[src/rtl/frame_burst_scheduler.sv]
// Round-robin burst scheduler: picks an eligible frame-buffer port, issues one AXI
// burst command at a time and advances that port's frame offset on completion.
module frame_burst_scheduler #(
   parameter int                   NUM_PORTS    = 3,
   parameter logic [NUM_PORTS-1:0] PORT_IS_RD   = 3'b100,
   parameter logic [31:0]          BASE_ADDR    = 32'h1000_0000,
   parameter logic [31:0]          REGION_BYTES = 32'h0080_0000,
   parameter int                   ADDR_WIDTH   = 32,
   parameter int                   DATA_WIDTH   = 128,
   parameter int                   BURST_LEN    = 16,
   parameter int                   FRAME_BEATS  = 172800,
   parameter int                   LEVEL_W      = 10,
   localparam int                  PORT_W       = (NUM_PORTS > 1) ? $clog2(NUM_PORTS) : 1
) (
   input  logic                         M_AXI_ACLK,
   input  logic                         M_AXI_ARESET,
   input  logic [NUM_PORTS-1:0]         port_frame_start,
   input  logic [NUM_PORTS*LEVEL_W-1:0] port_level,
   output logic                         cmd_valid,
   input  logic                         cmd_ready,
   output logic                         cmd_rd,
   output logic [ADDR_WIDTH-1:0]        cmd_addr,
   output logic [7:0]                   cmd_len,
   output logic [PORT_W-1:0]            cmd_port,
   input  logic                         cmd_done,
   output logic [NUM_PORTS-1:0]         port_grant,
   output logic [NUM_PORTS-1:0]         port_frame_done,
   output logic                         busy
);

   localparam int                OFF_W      = $clog2(FRAME_BEATS + 1);
   localparam int                BEAT_BYTES = DATA_WIDTH / 8;
   localparam logic [1:0]        ST_ARB     = 2'd0;
   localparam logic [1:0]        ST_ISSUE   = 2'd1;
   localparam logic [1:0]        ST_WAIT    = 2'd2;
   localparam logic [LEVEL_W:0]  BURST_LVL  = (LEVEL_W + 1)'(BURST_LEN);
   localparam logic [OFF_W-1:0]  OFF_STEP   = OFF_W'(BURST_LEN);
   localparam logic [OFF_W-1:0]  OFF_END    = OFF_W'(FRAME_BEATS);
   localparam logic [PORT_W-1:0] LAST_INIT  = PORT_W'(NUM_PORTS - 1);

   logic [1:0]            state_q, state_d;
   logic                  cmd_valid_q, cmd_valid_d;
   logic                  cmd_rd_q, cmd_rd_d;
   logic [ADDR_WIDTH-1:0] cmd_addr_q, cmd_addr_d;
   logic [7:0]            cmd_len_q, cmd_len_d;
   logic [PORT_W-1:0]     cmd_port_q, cmd_port_d;
   logic [NUM_PORTS-1:0]  port_grant_q, port_grant_d;
   logic [NUM_PORTS-1:0]  frame_done_q, frame_done_d;
   logic [PORT_W-1:0]     last_grant_q, last_grant_d;
   logic                  discard_q, discard_d;
   logic [OFF_W-1:0]      offset_q [NUM_PORTS];
   logic [OFF_W-1:0]      offset_d [NUM_PORTS];

   logic [NUM_PORTS-1:0]  eligible;
   logic                  found;
   logic [PORT_W-1:0]     sel_port;
   logic [ADDR_WIDTH-1:0] sel_addr;
   logic [OFF_W-1:0]      next_off;
   int                    search_idx;

   always_comb begin
      for (int p = 0; p < NUM_PORTS; p++) begin
         eligible[p] = ({1'b0, port_level[p*LEVEL_W +: LEVEL_W]} >= BURST_LVL) && !frame_done_q[p];
      end
   end

   // Round-robin search starting just after the last completed port.
   always_comb begin
      found      = 1'b0;
      sel_port   = '0;
      search_idx = 0;
      for (int i = 1; i <= NUM_PORTS; i++) begin
         search_idx = int'(last_grant_q) + i;
         if (search_idx >= NUM_PORTS) search_idx = search_idx - NUM_PORTS;
         if (!found && eligible[PORT_W'(search_idx)]) begin
            found    = 1'b1;
            sel_port = PORT_W'(search_idx);
         end
      end
   end

   assign sel_addr = ADDR_WIDTH'(BASE_ADDR)
                   + ADDR_WIDTH'(sel_port) * ADDR_WIDTH'(REGION_BYTES)
                   + ADDR_WIDTH'(offset_q[sel_port]) * ADDR_WIDTH'(BEAT_BYTES);

   assign next_off = offset_q[cmd_port_q] + OFF_STEP;

   always_comb begin
      state_d      = state_q;
      cmd_valid_d  = cmd_valid_q;
      cmd_rd_d     = cmd_rd_q;
      cmd_addr_d   = cmd_addr_q;
      cmd_len_d    = cmd_len_q;
      cmd_port_d   = cmd_port_q;
      port_grant_d = port_grant_q;
      frame_done_d = frame_done_q;
      last_grant_d = last_grant_q;
      discard_d    = discard_q;
      for (int p = 0; p < NUM_PORTS; p++) offset_d[p] = offset_q[p];

      // discard_q remembers a frame restart on the in-flight port so its completion
      // does not advance the freshly cleared offset.
      case (state_q)
         ST_ARB: begin
            if (found) begin
               cmd_valid_d = 1'b1;
               cmd_port_d  = sel_port;
               cmd_addr_d  = sel_addr;
               cmd_rd_d    = PORT_IS_RD[sel_port];
               cmd_len_d   = 8'(BURST_LEN - 1);
               discard_d   = port_frame_start[sel_port];
               state_d     = ST_ISSUE;
            end
         end
         ST_ISSUE: begin
            if (port_frame_start[cmd_port_q]) discard_d = 1'b1;
            if (cmd_ready) begin
               cmd_valid_d  = 1'b0;
               port_grant_d = NUM_PORTS'(1) << cmd_port_q;
               state_d      = ST_WAIT;
            end
         end
         ST_WAIT: begin
            if (cmd_done) begin
               if (!discard_q && !port_frame_start[cmd_port_q]) begin
                  offset_d[cmd_port_q] = next_off;
                  if (next_off == OFF_END) frame_done_d[cmd_port_q] = 1'b1;
               end
               last_grant_d = cmd_port_q;
               port_grant_d = '0;
               discard_d    = 1'b0;
               state_d      = ST_ARB;
            end else if (port_frame_start[cmd_port_q]) begin
               discard_d = 1'b1;
            end
         end
         default: state_d = ST_ARB;
      endcase

      for (int p = 0; p < NUM_PORTS; p++) begin
         if (port_frame_start[p]) begin
            offset_d[p]     = '0;
            frame_done_d[p] = 1'b0;
         end
      end
   end

   always_ff @(posedge M_AXI_ACLK) begin
      if (M_AXI_ARESET) begin
         state_q      <= ST_ARB;
         cmd_valid_q  <= 1'b0;
         cmd_rd_q     <= 1'b0;
         cmd_addr_q   <= '0;
         cmd_len_q    <= '0;
         cmd_port_q   <= '0;
         port_grant_q <= '0;
         frame_done_q <= '0;
         last_grant_q <= LAST_INIT;
         discard_q    <= 1'b0;
         for (int p = 0; p < NUM_PORTS; p++) offset_q[p] <= '0;
      end else begin
         state_q      <= state_d;
         cmd_valid_q  <= cmd_valid_d;
         cmd_rd_q     <= cmd_rd_d;
         cmd_addr_q   <= cmd_addr_d;
         cmd_len_q    <= cmd_len_d;
         cmd_port_q   <= cmd_port_d;
         port_grant_q <= port_grant_d;
         frame_done_q <= frame_done_d;
         last_grant_q <= last_grant_d;
         discard_q    <= discard_d;
         for (int p = 0; p < NUM_PORTS; p++) offset_q[p] <= offset_d[p];
      end
   end

   assign cmd_valid       = cmd_valid_q;
   assign cmd_rd          = cmd_rd_q;
   assign cmd_addr        = cmd_addr_q;
   assign cmd_len         = cmd_len_q;
   assign cmd_port        = cmd_port_q;
   assign port_grant      = port_grant_q;
   assign port_frame_done = frame_done_q;
   assign busy            = (state_q != ST_ARB);

endmodule

[config.mk]
export PLATFORM = sky130hd
export DESIGN_NAME = frame_burst_scheduler
export DESIGN_NICKNAME = d
export VERILOG_FILES = /design/src/rtl/frame_burst_scheduler.sv
export SDC_FILE = /design/constraint.sdc
export NUM_CORES = 1
export LEC_CHECK = 0
export CORE_MARGIN = 4
export CORE_UTILIZATION = 39
export CTS_CLUSTER_SIZE = 30
export DETAILED_ROUTE_END_ITERATION = 6
export SLEW_MARGIN = 15
export SYNTH_ARGS = -nofsm -noshare
export SYNTH_HDL_FRONTEND = slang
export SYNTH_SLANG_ARGS = --single-unit
[constraint.sdc]
create_clock -name M_AXI_ACLK -period 6.45 [get_ports M_AXI_ACLK]
set_clock_uncertainty 0.2 [all_clocks]
set_input_delay 1.6125 -clock M_AXI_ACLK [delete_from_list [all_inputs] [get_ports M_AXI_ACLK]]
set_output_delay 1.6125 -clock M_AXI_ACLK [all_outputs]
set_load 0.05 [all_outputs]
==> metrics.txt, run 1 <==
status complete, no violations; wire length on met3 699 um; WL/cell 17.0 um; final hold violations 0; post-cts resize count 0; cell row count 40; Max-slew headroom 47.4%; Post-Route WL 13,000 um; H-tree Lvls 3; Static Leak 1.97 nW; worst hold path type flip-flop to flip-flop; RSZ-0062 raised after global routing no; clock latency on the worst-skew pair 0.34 ns; die area 0.0144 mm2; WL met1 5910 um; gr ovfl total 0; Crit-path slowest cell nor4_1; die height 120 um; Synth area leader dfxtp_1; root buf cell clkbuf_16; core area 0.0122 mm2; setup bufs post-CTS 0; IO Port Bufs 60; critical path peak fanout 18; crit path DAT 4.43 ns; area grow syn2layout 18.0%; starting density of the core 40.2%; placed cells 749; CTS Buf Count 9; sequential power share 41.7%; CTS tree done; initial antenna violation count 0; DR top layer met4; Ports 88; Critical Path Source Type input port; via count 4,183; DR pass1 iterations 5; Netlist Area Pre-Place 0.00489 mm2; DR vias/cell 5.47; # DRC 0; post-route ant nets 0; Comb power frac 25.1%; Hold Crit Depth 2; Commonest cells post-synth 100 x nor2_1, 90 x dfxtp_1, 45 x a211oi_1; ys async rst share 0%; worst reg2reg path depth 10; Seq/Total Area, Yosys 36.9%; kind of critical path input port to flip-flop; Worst VDD drop 0.198 mV; Switching Fraction 32.9%; setup violators final 0; Post-synth EDFFs 0; Slew @ Worst Pin 0.787 ns; gr usage total 18.6%; multi-input combinational cell area 0.00278 mm2; DR WL met2 6120 um; TNS Setup 0 ns; DP HPWL 8230 um; Layout Nets 639; top cells by area, synth dfxtp_1 37%, nor2_1 7.7%, mux2i_1 7.0%, a211oi_1 6.9%, buf_4 3.4%; Top FF cell, synth dfxtp_1; Fill cells 1,155; Synthesis Warnings 0; Syn Inst Count 556; syn_area_per_cell 8.79 um2; Max Cap Viol 0; Synth top area share 36.9%; CP cell instances clkdlybuf4s50_1, nor4_1, a221oi_1, a2111oi_0, o211ai_1, and2_1, nor2_4, a22o_1; fmax 230 MHz; CP endpoint kind flip-flop; final non-filler cell total 765; GP Congestion 0.845; Worst-path clk slew 0.07 ns; storage element area 0.00180 mm2; post-route minimum period 4.35 ns; Unique masters post-synth 64; die width 120 um; share of cells above drive strength 1 9.21%; first-pass GRT wire length 21,200 um; count of hold-fix buffers inserted at cts 0; Longest Clk Path Bufs 2; vias in the first global route 4,144; largest net degree at the start of global routing 40; clock sink total 90; Clk pwr share 33.2%; Net Sw Power 0.000476 W; most numerous cell in the Yosys netlist nor2_1; slowest stage delay, CP 0.48 ns; worst endpoint required time 6.53 ns; Int Power 0.000969 W; WHS 0.255 ns; PwrDens 251 mW/mm2; final worst path period share 67.4%; Diodes inserted 0; Iteration-0 DRC Markers 289; flops & latches, synth 90; Max Transition Viols Final 0
==> metrics by stage <==
stage | setup slack (ns) | power, W | cell area, um2 | util (%)
finish | 2.10 | 0.00145 | 5770 | 47.4
CTS | 2.13 | 0.00146 | 5760 | 47.4
global route | 1.87 | 0.00151 | 5770 | 47.4
detailed placement | 1.81 | 0.000976 | 5500 | 45.2
global placement | 1.82 | 0.000972 | 5500 | 45.2
floorplan | 2.74 | 0.000885 | 4940 | -
==> power by group through the flow <==
stage                     clock network [W]  logic [W]  registers (W)
after floorplan                           0   0.000231       0.000654
after global placement                    0   0.000359       0.000613
after detailed placement                  0   0.000362       0.000614
after CTS                          0.000492   0.000364       0.000602
after global routing               0.000512   0.000390       0.000606
final                              0.000480   0.000363       0.000602
==> area by class of cell <==
class	instances	area share, %
multi-input cells	410	48.2
flip-flops and latches	90	31.2
repair buffers	69	11.6
clock buffers	13	4.34
well taps	168	3.64
inverters	12	0.781
clock inverters	3	0.260
==> critical path, delay by kind of cell <==
family          cells  cell delay (ns)
compound gates      4             1.17
buf+inv             1             0.41
simple gates        3             1.24
==> state kept, by name, indices dropped and copies added, names as in the netlist, named ones only <==
signal	count
cmd_rd	1
port_grant	3
cmd_valid	1
port_frame_done	3
offset_q	54
cmd_port	1
state_q	2
cmd_addr	20
last_grant_q	2
discard_q	1
==> cell families (layout without fill, tap and decap cells) <==
group           count (synthesis)  in the layout  share of synthesized area (%)
simple gates                  184            184                           18.1
compound gates                139            139                           19.9
flops                          90             90                           36.9
buf+inv                        70             97                           7.83
mux                            50             50                           12.1
xor+xnor                       12             12                           2.61
fa+ha+maj                      10             10                           2.56
other cells                     1             15                         0.0767
==> final timing paths <==
kind                  from                 end  slack (ns)
max          port_level[6]         cmd_addr[5]        2.10
min reg2reg         cmd_rd              cmd_rd        0.26
min                 cmd_rd              cmd_rd        0.26
max reg2reg      flip-flop  port_frame_done[1]        3.30
==> layer usage <==
metal	global-route usage [%]	vias up
met1	23.5	1970
met5	0	-
met3	4.15	29
met2	30.5	136
li1	-	2048
met4	7.80	0
==> cells in the final DEF, fill, tap and decap left out, types with 10 or more instances in the layout <==
| cell type | n |
|---|---|
| a211oi_1 | 45 |
| a22o_1 | 18 |
| a31oi_1 | 18 |
| clkdlybuf4s50_1 | 60 |
| conb_1 | 15 |
| dfxtp_1 | 90 |
| ha_1 | 10 |
| inv_1 | 12 |
| mux2i_1 | 34 |
| nand2_1 | 18 |
| nand3_1 | 21 |
| nor2_1 | 98 |
| o21ai_0 | 26 |
Note: power is estimated with default switching activity, not from simulation.
==> inputs of run 2 (changes only) <==
==> constraint.sdc (replaced) <==
create_clock -name M_AXI_ACLK -period 3.65 [get_ports M_AXI_ACLK]
set_clock_uncertainty 0.2 [all_clocks]
set_input_delay 0.9125 -clock M_AXI_ACLK [delete_from_list [all_inputs] [get_ports M_AXI_ACLK]]
set_output_delay 0.9125 -clock M_AXI_ACLK [all_outputs]
set_load 0.05 [all_outputs]
==> run 2 against run 1 <==
Die area unchanged. Non-clock buffer count up 18. Sequential power up 76%. Design area up 4.1%. Worst hold slack better by 0.0072 ns.
==> metrics.txt, run 2 (same netlist as run 1, synthesis figures left out) <==
GRT busiest layer met2; Worst-path clk slew 0.07 ns (about the same); Max Transition Viols Final 0 (unchanged); share of cells above drive strength 1 12.2% (+3.0 points); most frequent cells in the layout 98 x nor2_1, 90 x dfxtp_1, 60 x clkdlybuf4s50_1; Slew @ Worst Pin 0.541 ns (-0.246 ns); clock latency on the worst-skew pair 0.35 ns (about the same); Longest Clk Path Bufs 2 (unchanged); gr usage total 18.5% (-0.086 points); met3 Resource Use GR 4.15% (unchanged); post-route minimum period 3.25 ns; RSZ-0062 raised after global routing no; grt met1 use 24.1% (+0.57 points); most common cell after layout, fill and taps aside nor2_1; Switching Fraction 32.1% (-0.86 points); via count 4,209 (+0.62%); TNS Setup 0 ns (unchanged); worst hold path type flip-flop to flip-flop; Net Sw Power 0.000871 W (+83%); starting density of the core 40.2% (unchanged); H-tree Lvls 3 (unchanged); Critical Path Source Type input port; clock sink total 90 (unchanged); Hold Crit Depth 2 (unchanged); kind of critical path input port to flip-flop; Max-slew headroom 63.5% (+16 points); CP endpoint kind flip-flop; area grow syn2layout 22.8%; first-pass GRT wire length 21,200 um (about the same); post-route ant nets 0 (unchanged); Crit-path slowest cell a2111oi_0; Placed Area 0.00570 mm2 (+3.6%); slowest stage delay, CP 0.44 ns (-0.04 ns); setup violators final 0 (unchanged); Int Power 0.00184 W (+90%); final hold violations 0 (unchanged); gr ovfl total 0 (unchanged); core area 0.0122 mm2 (unchanged); Crit path max-delay family compound AO/OA/AOI/OAI gates; WL/cell 16.7 um (-1.7%); CP cell instances clkdlybuf4s50_1, nor4_1, a21oi_1, a2111oi_0, o211ai_1, o21ai_0, buf_4, mux2i_1, nor2_1; DP HPWL 8670 um (+5.4%); CTS Buf Count 9 (unchanged); Ports 88 (unchanged); number of cells on the critical path 9 (+1); fmax 308 MHz; sequential power share 39.1% (-2.6 points); count of hold-fix buffers inserted at cts 0 (unchanged); crit path DAT 3.28 ns (-1.15 ns); final worst path period share 88.9%; die width 120 um (unchanged); Comb power frac 25.4% (+0.3 points); IO Port Bufs 60 (unchanged); initial antenna violation count 0 (unchanged); DR vias/cell 5.38 (-1.7%); Clk pwr share 35.5% (+2.3 points); worst endpoint required time 3.69 ns (-2.84 ns); Worst VDD drop 0.375 mV (+90%); CTS tree done; WP buf/inv 2 (+1); Design Area, Final 0.00600 mm2 (+4.1%); cell row count 40 (unchanged); critical path peak fanout 5 (-13); GP Congestion 0.838 (-0.76%); Static Leak 2.09 nW (+6.1%); Biggest register offset_q; max reg flops 54 (unchanged); setup bufs post-CTS 0 (unchanged); Iteration-0 DRC Markers 272 (-5.9%); status complete, no violations; Diodes inserted 0 (unchanged); worst reg2reg path depth 8 (-2); largest net degree at the start of global routing 40 (unchanged); # DRC 0 (unchanged); Post-Route WL 13,100 um (+0.58%); root buf cell clkbuf_16; die area 0.0144 mm2 (unchanged); Max Cap Viol 0 (unchanged); PwrDens 452 mW/mm2 (+81%); DR pass1 iterations 5 (unchanged); post-cts resize count 0 (unchanged); Layout Nets 657 (+2.8%); met2 Usage GRT 30.9% (+0.46 points); vias in the first global route 4,075 (-1.7%); die height 120 um (unchanged)
[run 2: cell types whose count changed in the layout (fill, tap and decap cells not counted)]
cell,change
buf_4,+13
buf_12,+5
clkbuf_1,-2
clkinv_2,-2
clkinvlp_4,+2
bufinv_16,+1
clkbuf_8,+1
nor2_2,+1
nor2_4,-1
[run 2: area by class of cell]
cell class	instances	area, um2
repair buffers	87	866
well taps	168	210
clock inverters	4	50.0
clock buffers	12	256
fillers	1129	6160
flip-flops and latches	90	1800
multi-input cells	410	2770
inverters	12	45.0
[run 2: metal layers]
layer	vias to the layer above	share of wire, %
li1	2079	-
met1	1990	46
met2	126	48
met3	14	5.7
met4	0	0.93
met5	-	0
[run 2: power by group through the flow]
stage	logic, W	clock network [W]	registers (W)
6_report	0.000690	0.000963	0.00106
5_1_grt	0.000735	0.00102	0.00107
4_1_cts	0.000694	0.000982	0.00106
3_5_place_dp	0.000691	0	0.00108
3_3_place_gp	0.000685	0	0.00108
2_1_floorplan	0.000409	0	0.00115
[run 2: worst paths after layout]
check | slack (ns) | end | start
setup / recovery | 0.40 | state_q[0] | port_level[29]
hold / removal | 0.26 | cmd_rd | cmd_rd
setup reg to reg | 0.45 | port_frame_done[1] | flip-flop
hold reg to reg | 0.26 | cmd_rd | cmd_rd
[run 2: tightest hold or removal path, cell delays in order, from the launching register on]
cell     delay (ns)
dfxtp_1        0.31
nand2_1        0.05
a21oi_1        0.05
[run 2: through the flow]
step	utilization (%)	cells	power (W)	hold slack [ns]	worst slack (ns)
final	49.4	783	0.00272	0.262	0.405
after global routing	49.4	783	0.00283	0.286	0.157
after CTS	49.4	783	0.00274	0.264	0.399
after detailed placement	46.8	767	0.00178	0.252	0.0292
after global placement	46.8	767	0.00177	0.247	0.0803
after floorplan	-	570	0.00156	0.263	0.640
